$ cat src/rtl/dmux4way_dispatcher_pkg.sv
// Shared constants and helpers for the 4-way dispatcher.
// Holds the mode encodings, the destination indices and the round-robin search helper.
package dmux4way_dispatcher_pkg;

    // Dispatch mode encodings
    localparam logic MODE_RR     = 1'b0;
    localparam logic MODE_DIRECT = 1'b1;

    // Destination indices
    localparam logic [1:0] DEST_A = 2'd0;
    localparam logic [1:0] DEST_B = 2'd1;
    localparam logic [1:0] DEST_C = 2'd2;
    localparam logic [1:0] DEST_D = 2'd3;

    localparam int unsigned NUM_DEST = 4;

    // Result of a round-robin search: whether any destination is enabled, and which one
    typedef struct packed {
        logic       found;
        logic [1:0] idx;
    } rr_pick_t;

    // First enabled destination, scanning ptr, ptr+1, ... modulo 4.
    // The loop runs from the farthest offset down so the nearest hit is written last and wins.
    function automatic rr_pick_t rr_search(input logic [3:0] en, input logic [1:0] ptr);
        rr_pick_t   pick;
        logic [1:0] cand;
        pick = '0;
        for (int k = NUM_DEST - 1; k >= 0; k--) begin
            cand = ptr + 2'(k);
            if (en[cand]) begin
                pick.found = 1'b1;
                pick.idx   = cand;
            end
        end
        return pick;
    endfunction

endpackage

$ cat src/rtl/dmux4way_dispatcher_dmux4way.sv
// 1-to-4 demultiplexer gate.
// Routes a single-bit input onto one of four outputs selected by sel; the other outputs stay low.
module dmux4way_dispatcher_dmux4way (
    input  logic       din,
    input  logic [1:0] sel,
    output logic [3:0] dout
);

    // Steer din onto the selected output only
    always_comb begin
        dout      = 4'b0000;
        dout[sel] = din;
    end

endmodule

$ cat src/rtl/dmux4way_dispatcher.sv
// Four-way dispatcher: a single valid/ready input stream feeding four sinks.
// A single holding register carries one word. Its destination comes either from a round-robin
// scan over the enabled outputs or from the per-word in_dest field. A completed transfer
// increments that output's counter.
module dmux4way_dispatcher
    import dmux4way_dispatcher_pkg::*;
#(
    parameter int unsigned WIDTH = 8,
    parameter int unsigned CNT_W = 8
) (
    input  logic               clk,
    input  logic               rst_n,
    input  logic               mode,
    input  logic [3:0]         dest_en,
    input  logic               in_valid,
    output logic               in_ready,
    input  logic [WIDTH-1:0]   in_data,
    input  logic [1:0]         in_dest,
    output logic [3:0]         out_valid,
    input  logic [3:0]         out_ready,
    output logic [WIDTH-1:0]   out_data,
    output logic               drop,
    output logic [4*CNT_W-1:0] xfer_cnt
);

    // Holding register and bookkeeping state
    logic             full_q, full_d;
    logic [1:0]       hold_dest_q, hold_dest_d;
    logic [WIDTH-1:0] hold_data_q, hold_data_d;
    logic [1:0]       rr_ptr_q, rr_ptr_d;
    logic             drop_q, drop_d;
    logic [CNT_W-1:0] cnt_q [NUM_DEST];
    logic [CNT_W-1:0] cnt_d [NUM_DEST];

    // Handshake and selection terms
    rr_pick_t   rr_pick;
    logic       dest_ok;
    logic       out_fire;
    logic       in_fire;
    logic       drop_now;
    logic       load;
    logic [1:0] sel_dest;

    // Round-robin candidate for the word currently offered
    always_comb begin
        rr_pick = rr_search(dest_en, rr_ptr_q);
    end

    // Handshake, destination choice and drop detection
    always_comb begin
        out_fire = full_q & out_ready[hold_dest_q];
        // Direct mode always accepts, because a word for a disabled output is dropped, not stalled
        dest_ok  = (mode == MODE_DIRECT) ? 1'b1 : (|dest_en);
        in_ready = (~full_q | out_fire) & dest_ok;
        in_fire  = in_valid & in_ready;
        sel_dest = (mode == MODE_DIRECT) ? in_dest : rr_pick.idx;
        drop_now = in_fire & (mode == MODE_DIRECT) & ~dest_en[in_dest];
        load     = in_fire & ~drop_now;
    end

    // Next-state for the holding register, rr pointer and drop pulse
    always_comb begin
        full_d      = full_q;
        hold_dest_d = hold_dest_q;
        hold_data_d = hold_data_q;
        rr_ptr_d    = rr_ptr_q;
        drop_d      = drop_now;

        if (load) begin
            // A reload on the same cycle as out_fire keeps full set, so no bubble appears
            full_d      = 1'b1;
            hold_dest_d = sel_dest;
            hold_data_d = in_data;
            if (mode == MODE_RR) begin
                rr_ptr_d = sel_dest + 2'd1;
            end
        end else if (out_fire) begin
            full_d = 1'b0;
        end
    end

    // Next-state for the per-destination transfer counters (wrap naturally)
    always_comb begin
        for (int i = 0; i < NUM_DEST; i++) begin
            cnt_d[i] = cnt_q[i];
        end
        if (out_fire) begin
            cnt_d[hold_dest_q] = cnt_q[hold_dest_q] + CNT_W'(1);
        end
    end

    // State registers with asynchronous active-low clear
    always_ff @(posedge clk or negedge rst_n) begin
        if (!rst_n) begin
            full_q      <= 1'b0;
            hold_dest_q <= DEST_A;
            hold_data_q <= '0;
            rr_ptr_q    <= DEST_A;
            drop_q      <= 1'b0;
            for (int i = 0; i < NUM_DEST; i++) begin
                cnt_q[i] <= '0;
            end
        end else begin
            full_q      <= full_d;
            hold_dest_q <= hold_dest_d;
            hold_data_q <= hold_data_d;
            rr_ptr_q    <= rr_ptr_d;
            drop_q      <= drop_d;
            for (int i = 0; i < NUM_DEST; i++) begin
                cnt_q[i] <= cnt_d[i];
            end
        end
    end

    // One-hot valid follows full directly, so a reset drops it without waiting for a clock
    dmux4way_dispatcher_dmux4way u_dmux (
        .din  (full_q),
        .sel  (hold_dest_q),
        .dout (out_valid)
    );

    assign out_data = hold_data_q;
    assign drop     = drop_q;

    for (genvar g = 0; g < NUM_DEST; g++) begin : g_cnt
        assign xfer_cnt[g*CNT_W +: CNT_W] = cnt_q[g];
    end

endmodule

$ cat config.mk
export PLATFORM = sky130hd
export DESIGN_NAME = dmux4way_dispatcher
export DESIGN_NICKNAME = d
export VERILOG_FILES = /design/src/rtl/dmux4way_dispatcher_pkg.sv /design/src/rtl/dmux4way_dispatcher_dmux4way.sv /design/src/rtl/dmux4way_dispatcher.sv
export SDC_FILE = /design/constraint.sdc
export NUM_CORES = 1
export LEC_CHECK = 0
export BUFFER_PORTS_ARGS = -buffer_cell sky130_fd_sc_hd__buf_2
export CAP_MARGIN = 30
export CORE_MARGIN = 8
export CORE_UTILIZATION = 55
export DETAILED_ROUTE_END_ITERATION = 8
export PLACE_DENSITY = 0.84
export SYNTH_ARGS = -nofsm -noshare
export SYNTH_HDL_FRONTEND = slang
export SYNTH_SLANG_ARGS = --single-unit
$ cat constraint.sdc
create_clock -name clk -period 3.9 [get_ports clk]
set_input_delay 0.195 -clock clk [delete_from_list [all_inputs] [get_ports clk]]
set_output_delay 0.195 -clock clk [all_outputs]
set_load 0.02 [all_outputs]
==> results by group <==
Routing
  – Met3 Wirelength: 410 um
  – Met2 Wirelength: 2710 um
  – Antenna Nets Post-Route: 0
  – Vias: 1695
  – DRC violation count after routing: 0
  – WL/cell: 16.9 um
  – DRT Pass-1 Iters: 5
  – DRT iter0 DRCs: 91
  – Routed met1 length: 2060 um
  – Highest metal used: met4
  – Via density per instance: 5.50
  – Drt total wl: 5220 um

Floorplan
  – Initial Util: 57.1%
  – Top-level port count: 68
  – Row cnt: 23
  – Die area: 6430 sq um
  – Die H: 80.2 um
  – Core ar.: 3970 sq um
  – Die W: 80.2 um

Cells and area
  – Fraction of layout cells with a size suffix above 1: 41.9%
  – Final nets: 280
  – Area growth from synthesis to layout: 20.4%
  – Finished Cell Area: 2730 sq um
  – Antenna cells: 0
  – Final std cells w/o fill: 308

Run
  – Max-Cap Viols: 0

Yosys
  – Post-Syn Area: 2270 sq um
  – Number of enable flip-flop cells after synthesis: 0
  – Yosys reg bits: 46
  – Synth warn: 0
  – Mapped Cells: 189
  – Largest area contributor in the netlist: dfrtp_1
  – Syn nets: 212
  – Syn avg cell area: 12.0 sq um
  – Post-synth top cells: dfrtp_1 (46), nand2_1 (34), o21ai_0 (13), nor2_1 (12), mux2_4 (10)
  – Post-synth top flop: dfrtp_1
  – Top cell type's share of synthesized area: 50.8%
  – Library cells used by synthesis: 37
  – Synth top area cells: dfrtp_1 (51%), mux4_2 (8.9%), mux2_4 (6.6%)
  – Top-count cell post-synth: dfrtp_1
  – Register area share after synthesis: 50.8%
  – Ys async rst share: 100%

Timing
  – RSZ-0062 raised after global routing: false
  – Minimum clock period: 2390 ps
  – Max-slew headroom: 57.2%
  – Final setup fails: 0
  – Final Hold Viols: 0
  – Setup TNS Final: 0 ps
  – Fmax: 419 MHz
  – Least-Margin Pin Slew: 642 ps
  – Final worst-path cycle share: 61.2%
  – Slew Viols, Final: 0
  – Skew final: 1.90 ps

Place
  – IO buf count: 67
  – GPL Wtd Cong: 0.815
  – Placed Area: 2610 sq um
  – Post-placement cell count: 298
  – Post-DP HPWL: 3920 um

Power and ir drop
  – Part of the power in combinational logic: 52.5%
  – Leakage power: 0.00132 uW
  – Power per cell area: 930 nW/um^2
  – Internal Power: 1400 uW
  – Sw frac: 44.8%
  – Sequential share of power: 35.8%
  – VDD IR max: 453 uV
  – Psw: 1140 uW
  – Clk pwr share: 11.6%

Global routing
  – First-pass GRT wire length: 8310 um
  – GRT Total Usage: 16.8%
  – Largest net degree at the start of global routing: 47
  – Initial antenna violation count: 0
  – Vias in the first global route: 1763
  – Total gr overflow: 0

Clock tree
  – Clock latency on the worst-skew pair: 300 ps
  – H-Tree Depth: 2
  – TritonCTS buffer count: 5
  – Max Root-Sink Buffers: 2
  – CTS tree: yes
  – Root buffer cell: clkbuf_8
  – CTS sink count: 46
  – Setup bufs post-CTS: 0
  – CTS clk-pin slew, worst paths: 80 ps

Worst setup path
  – Data required, critical path: 4060 ps
  – WP data arrival: 2540 ps
  – Crit Path Max Fanout: 14
  – Crit. End Element: register
  – R2R Setup Slk: 1510 ps
  – Crit start category: register
  – Setup CP Type: reg -> reg

Min path
  – Worst hold path class: in -> reg

Run status
  – Status: finished, final reports clean
worst max-delay path, stage by stage (launching register included):
cell and delay [ps]:
dfrtp_1 760, mux4_2 670, ha_1 270, nand2_1 70, nor2_1 50, xnor2_1 260, o21ai_0 160
per-stage QoR:
| stage | power [uW] | worst slack [ps] | hold slack, ps | util [%] |
|---|---|---|---|---|
| 2_1_floorplan | 1880 | 1910 | -101 | - |
| 3_3_place_gp | 2210 | 1240 | 400 | 65.4 |
| 3_5_place_dp | 2260 | 1490 | 409 | 65.7 |
| 4_1_cts | 2560 | 1470 | 83.1 | 68.0 |
| 5_1_grt | 2720 | 1310 | 107 | 68.7 |
| 6_report | 2540 | 1510 | 119 | 68.7 |
final timing paths:
check	start	to	cells past startpoint
worst max-delay path	hold_dest_q[0]	xfer_cnt[22]	6
worst min-delay path	in_data[2]	out_data[2]	2
worst max register to register	hold_dest_q[0]	xfer_cnt[22]	6
worst min register to register	out_data[6]	out_data[6]	1
max in group asynchronous	rst_n	xfer_cnt[13]	3
min in group asynchronous	rst_n	full_q	2
timing repair:
item                                   CTS  global route
endpoints found under the hold margin    0             7
hold buffers                             0             1
gates resized for setup                  0             0
layer usage:
layer / track usage, % / up-vias
li1: - / 802
met1: 19.2 / 834
met2: 28.0 / 55
met3: 7.37 / 4
met4: 4.36 / 0
met5: 0 / -
cells in the final DEF, fill, tap and decap left out, types with 2 or more instances in the layout:
master    count
mux2_2        6
mux4_2        9
mux2_4       10
nor2_1       12
nand2_1      34
nand2b_1      2
a21oi_1       8
clkbuf_8      6
buf_2        67
o21ai_0      13
nor2b_1       2
xnor2_1       3
o21ai_1       9
dfrtp_1      46
nand3_1       3
and2_1        2
xnor2_2       2
xor2_1        2
power by group through the flow:
| stage | clock (uW) | sequential, uW | combinational, uW |
|---|---|---|---|
| after global routing | 325 | 949 | 1440 |
| after global placement | 0 | 909 | 1300 |
| after floorplan | 0 | 1070 | 802 |
| after CTS | 300 | 912 | 1350 |
| final | 295 | 910 | 1330 |
| after detailed placement | 0 | 918 | 1340 |
cells by family (layout without fill, tap and decap cells):
family	after synthesis	count (layout)	share of synthesized area [%]
and+or+nand+nor	64	64	14.0
AOI/OAI and AO/OA	35	35	8.44
DFF	46	46	50.8
xor gates and xnor gates	7	7	3.37
buffers and inverters	10	79	3.20
adders and majority gates	1	1	0.552
muxes	26	26	19.7
cell type report:
cell class / count / area, sq um
fill: 312 / 1240
tap: 50 / 62.6
clock inverter: 1 / 5.00
inverter: 1 / 3.75
clock buffer: 7 / 86.3
sequential: 46 / 1150
timing repair buffer: 70 / 377
multi-input combinational: 133 / 1040
flip-flops by register name (all words and copies together) (netlist names):
| name | cells |
|---|---|
| xfer_cnt | 32 |
| out_data | 8 |
| hold_dest_q | 2 |
| rr_ptr_q | 2 |
| drop | 1 |
| full_q | 1 |
No activity file was read; power rests on OpenSTA's default activity.
